## src/rtl/async_fifo_pkg.sv

```systemverilog
// Shared sizing defaults for the single-clock elastic FIFO.
package async_fifo_pkg;

    localparam int unsigned DEFAULT_DATA_WIDTH = 8;
    localparam int unsigned DEFAULT_PTR_WIDTH  = 4;
    localparam int unsigned DEPTH              = 2 ** DEFAULT_PTR_WIDTH;

    function automatic int unsigned fifo_depth(input int unsigned ptr_width);
        return 2 ** ptr_width;
    endfunction

endpackage

```

## src/rtl/async_fifo_mem.sv

```systemverilog
// Simple dual-port RAM: synchronous write, registered read with enable, no array reset.
module fifo_mem
    import async_fifo_pkg::*;
#(
    parameter int unsigned DATA_WIDTH = DEFAULT_DATA_WIDTH,
    parameter int unsigned ADDR_WIDTH = DEFAULT_PTR_WIDTH
) (
    input  logic                  clk,
    input  logic                  we,
    input  logic [ADDR_WIDTH-1:0] waddr,
    input  logic [DATA_WIDTH-1:0] wdata,
    input  logic                  re,
    input  logic [ADDR_WIDTH-1:0] raddr,
    output logic [DATA_WIDTH-1:0] rdata
);

    logic [DATA_WIDTH-1:0] mem [fifo_depth(ADDR_WIDTH)];

    always_ff @(posedge clk) begin
        if (we) begin
            mem[waddr] <= wdata;
        end
        if (re) begin
            rdata <= mem[raddr];
        end
    end

endmodule

```

## src/rtl/async_fifo.sv

```systemverilog
// Single-clock circular-buffer FIFO keeping the legacy async_fifo name and port set.
module async_fifo
    import async_fifo_pkg::*;
#(
    parameter int unsigned DATA_WIDTH = DEFAULT_DATA_WIDTH,
    parameter int unsigned PTR_WIDTH  = DEFAULT_PTR_WIDTH
) (
    input  logic                  clk,
    input  logic                  rst_n,
    input  logic                  wr_en,
    input  logic [DATA_WIDTH-1:0] wr_data,
    output logic                  full,
    input  logic                  rd_en,
    output logic [DATA_WIDTH-1:0] rd_data,
    output logic                  empty,
    output logic [PTR_WIDTH:0]    count
);

    localparam logic [PTR_WIDTH:0] PTR_ONE = (PTR_WIDTH + 1)'(1);

    logic [PTR_WIDTH:0]    wr_ptr;
    logic [PTR_WIDTH:0]    rd_ptr;
    logic                  wr_accept;
    logic                  rd_accept;
    logic                  rd_valid;
    logic [DATA_WIDTH-1:0] mem_rdata;

    always_comb begin
        empty     = (wr_ptr == rd_ptr);
        full      = (wr_ptr[PTR_WIDTH] != rd_ptr[PTR_WIDTH]) &&
                    (wr_ptr[PTR_WIDTH-1:0] == rd_ptr[PTR_WIDTH-1:0]);
        count     = wr_ptr - rd_ptr;
        wr_accept = wr_en && !full;
        rd_accept = rd_en && !empty;
    end

    always_ff @(posedge clk or negedge rst_n) begin
        if (!rst_n) begin
            wr_ptr   <= '0;
            rd_ptr   <= '0;
            rd_valid <= 1'b0;
        end else begin
            if (wr_accept) begin
                wr_ptr <= wr_ptr + PTR_ONE;
            end
            if (rd_accept) begin
                rd_ptr   <= rd_ptr + PTR_ONE;
                rd_valid <= 1'b1;
            end
        end
    end

    fifo_mem #(
        .DATA_WIDTH (DATA_WIDTH),
        .ADDR_WIDTH (PTR_WIDTH)
    ) u_mem (
        .clk   (clk),
        .we    (wr_accept),
        .waddr (wr_ptr[PTR_WIDTH-1:0]),
        .wdata (wr_data),
        .re    (rd_accept),
        .raddr (rd_ptr[PTR_WIDTH-1:0]),
        .rdata (mem_rdata)
    );

    // RAM read register has no reset; rd_valid masks it so reset clears rd_data at once.
    assign rd_data = rd_valid ? mem_rdata : '0;

endmodule

```

## config.mk

```make
export PLATFORM = sky130hd
export DESIGN_NAME = async_fifo
export DESIGN_NICKNAME = d
export VERILOG_FILES = /design/src/rtl/async_fifo_pkg.sv /design/src/rtl/async_fifo_mem.sv /design/src/rtl/async_fifo.sv
export SDC_FILE = /design/constraint.sdc
export NUM_CORES = 1
export LEC_CHECK = 0
export BUFFER_PORTS_ARGS = -buffer_cell sky130_fd_sc_hd__buf_2
export CAP_MARGIN = 20
export CELL_PAD_IN_SITES_DETAIL_PLACEMENT = 0
export CELL_PAD_IN_SITES_GLOBAL_PLACEMENT = 1
export CORE_MARGIN = 1
export CORE_UTILIZATION = 30
export CTS_CLUSTER_DIAMETER = 30
export DETAILED_ROUTE_END_ITERATION = 16
export PLACE_DENSITY_LB_ADDON = 0.1
export SETUP_SLACK_MARGIN = 0.1
export SLEW_MARGIN = 20
export SYNTH_ARGS = -nofsm -noshare
export SYNTH_HDL_FRONTEND = slang
export SYNTH_SLANG_ARGS = --single-unit
```

## constraint.sdc

```tcl
create_clock -name clk -period 4 [get_ports clk]
set_input_delay 0.4 -clock clk [delete_from_list [all_inputs] [get_ports clk]]
set_output_delay 0.4 -clock clk [all_outputs]
set_load 0.01 [all_outputs]
```

==> results.toml <==
[worst_setup_path]
timing.rr.end = "u_mem.mem[13][4]"
r2r_cells = 6
crit_family = "simple AND/OR/NAND/NOR gates"
path_cells = "inv_2 > ha_1 > nand4_1 > o21a_1 > nand3_1 > nor2_1"
crit_type = "reg -> reg"
path_max_fanout = 12
critPathRequiredTime_ns = 4.05
end_kind = "flop"
cpPeakStageDelay_ns = 0.62
worstSetupStartpointType = "flop"
crit_start = "rd_ptr[3]"
crit_slowest_cell = "nor2_1"
timing.rr.start = "rd_ptr[3]"
critPathArrivalTime_ns = 2.88
rrSetupSlack_ns = 1.17
path_buf_inv = 1

[cells_and_area]
drive_gt1_frac = 0.261
area_growth_pct = 19.0
layout.cells.non_filler = 640
antenna_cells = 0
multi_input_area_um2 = 1540
final_util = 0.366
regArea_um2 = 4360
final_nets = 384
n_fill_cell = 1857

[synthesis]
synth_common_cells = "136 x edfxtp_1, 24 x mux2i_1, 17 x mux4_2"
synth_top_area_share = 0.678
yosys.area_share.adder = 0.0220
avgSynthCellArea_um2 = 18.9
syn_nets = 341
synth_edf_count = 136
yosysMostFrequentCell = "edfxtp_1"
synth_area_leaders = "edfxtp_1 68%, mux4_2 6.4%, dfrtp_1 4.6%, mux2i_1 4.0%, mux4_1 3.1%"
yosys.area_share.simple = 0.0388
synth_cell_types = 38
synth_mux_area_frac = 0.134
yosysTopAreaCell = "edfxtp_1"
synth_ff_type = "edfxtp_1"
ys_warn_count = 0
synthesis.area_um2 = 6020
synth_top_family_by_area = "multiplexers"
netlist_instances = 319
synthXorXnorAreaFrac = 0.0187
ys_seq_elements = 147
synth-compound-area-share = 0.0380
synth.yosys.seq_area_share = 0.724
async_flop_share = 0.0748

[clock_tree]
cts_tree = "yes"
cts.sinks = 147
clock_latency_ns = 0.42
cts_buffers = 17
clockBufferDepth = 2
clkTransAtPathRegs_ns = 0.06
h-tree-depth = 4
cts_resized = 0
postCtsSetupRepairBufs = 0
ctsHoldBuffers = 1
cts_root_buffer = "clkbuf_16"

[status]
status = "finished clean"

[sta]
tightest_slew_ns = 0.745
slew_viol_final = 0
min_period_ns = 2.83
finalSetupViolCount = 0
fin_skew_ns = 0.0117
slew_headroom = 0.502
post-route-period-util = 0.707
max_freq_ghz = 0.353
finalHoldViolCount = 0
grt_setup_unrepaired = "false"
holdWs_ns = 0.382
finalWorstSetupSlack_ns = 1.17
timing.setup.tns_ns = 0

[placed_design]
place_hpwl_mm = 9.21
port_buffers = 26
place_worst_setup_slack_ns = 1.16
dpl.cell_count = 607
place_congestion = 0.759

[global_route]
grt_pass1_vias = 3140
antenna_found_initial = 0
grt_pass1_wl_mm = 20.3
grt_max_degree = 43
grt_overflow = 0
grt_use_total = 0.146

[routing]
drc_errors = 0
vias = 2949
vias_per_cell = 4.61
drt-initial-drc-count = 150
ant_nets = 0
drt_pass1_iterations = 4
wl_per_cell_um = 21.4
finalWirelength_mm = 13.7

[die]
start_util = 0.307
fp.dieArea_um2 = 20600
io_pins = 27
dieHeight_um = 144
fp.dieW_um = 144
placementRows = 51
core_um2 = 19600

[job]
cap_viol_max_count = 0

[pwr]
ir_drop_mv = 0.303
power_leakage_nw = 2.47
powerDensity_nw_per_um2 = 783

[min_path]
holdCritPathClass = "in -> async"
## flip-flops by register name, indices dropped and copies added, names as in the netlist
name         count
wr_ptr           5
u_mem.mem      128
rd_ptr           5
rd_valid         1
u_mem.rdata      8
## per-stage QoR
stage               area (µm²)  power, mW
detailed placement        6500       3.93
CTS                       7170       5.72
global placement          6500       3.93
finish                    7170       5.61
global route              7170       5.91
floorplan                 6020       3.31
## layout by cell type, fill, tap and decap left out, types with 4 or more instances in the layout
cell type	Yosys	routed
edfxtp_1	136	136
buf_2	3	26
mux2i_1	24	24
mux4_2	17	17
clkbuf_16	0	17
buf_4	1	12
inv_1	11	11
xnor2_1	9	9
o21ai_1	9	9
and2_1	9	9
ha_1	9	9
dfrtp_1	11	9
a22oi_1	8	8
a32oi_1	8	8
mux4_1	7	7
nor2_1	6	6
bufinv_16	0	6
nand2_1	5	5
nand4_1	4	4
and3_1	4	4
nor3_1	4	4
nor4_2	0	4
clkinv_2	0	4
## where the power goes
part / internal [mW] / total (mW) / switching (mW) / leakage, nW
combinational: 0.729 / 1.76 / 1.03 / 0.794
sequential: 1.94 / 2.08 / 0.138 / 1.36
clock: 1.16 / 1.78 / 0.611 / 0.320
total: 3.83 / 5.61 / 1.78 / 2.47
## worst max-delay path by stage
stage,end,slack (ns),cells after the start
2_1_floorplan,u_mem.mem[10][0],1.25,9
3_3_place_gp,u_mem.mem[13][5],1.27,6
3_5_place_dp,u_mem.mem[13][5],1.16,6
4_1_cts,u_mem.mem[13][6],1.15,6
5_1_grt,u_mem.mem[13][6],0.95,6
6_report,u_mem.mem[13][4],1.17,6
## cells by family (layout without fill, tap and decap cells)
family,after synthesis,count (layout)
buffers and inverters,27,83
DFF,147,147
adders and majority gates,10,10
and+or+nand+nor,42,42
xor gates and xnor gates,12,12
AOI/OAI and AO/OA,33,33
muxes,48,48
## metal layers
metal	wire length (µm)	share of wire	track usage	vias up
met3	450	0.033	0.0430	10
met4	108	0.0079	0.0454	0
met1	6130	0.45	0.182	1530
met5	0	0	0	-
li1	-	-	-	1370
met2	7000	0.51	0.243	39
## layout make-up
type                       count  area share
inverter                      12     0.00628
tap                          265      0.0462
clock inverter                15      0.0330
sequential                   147       0.608
clock buffer                  17      0.0593
timing repair buffer          39      0.0321
multi-input combinational    145       0.215
Note: power is estimated with default switching activity, not from simulation.
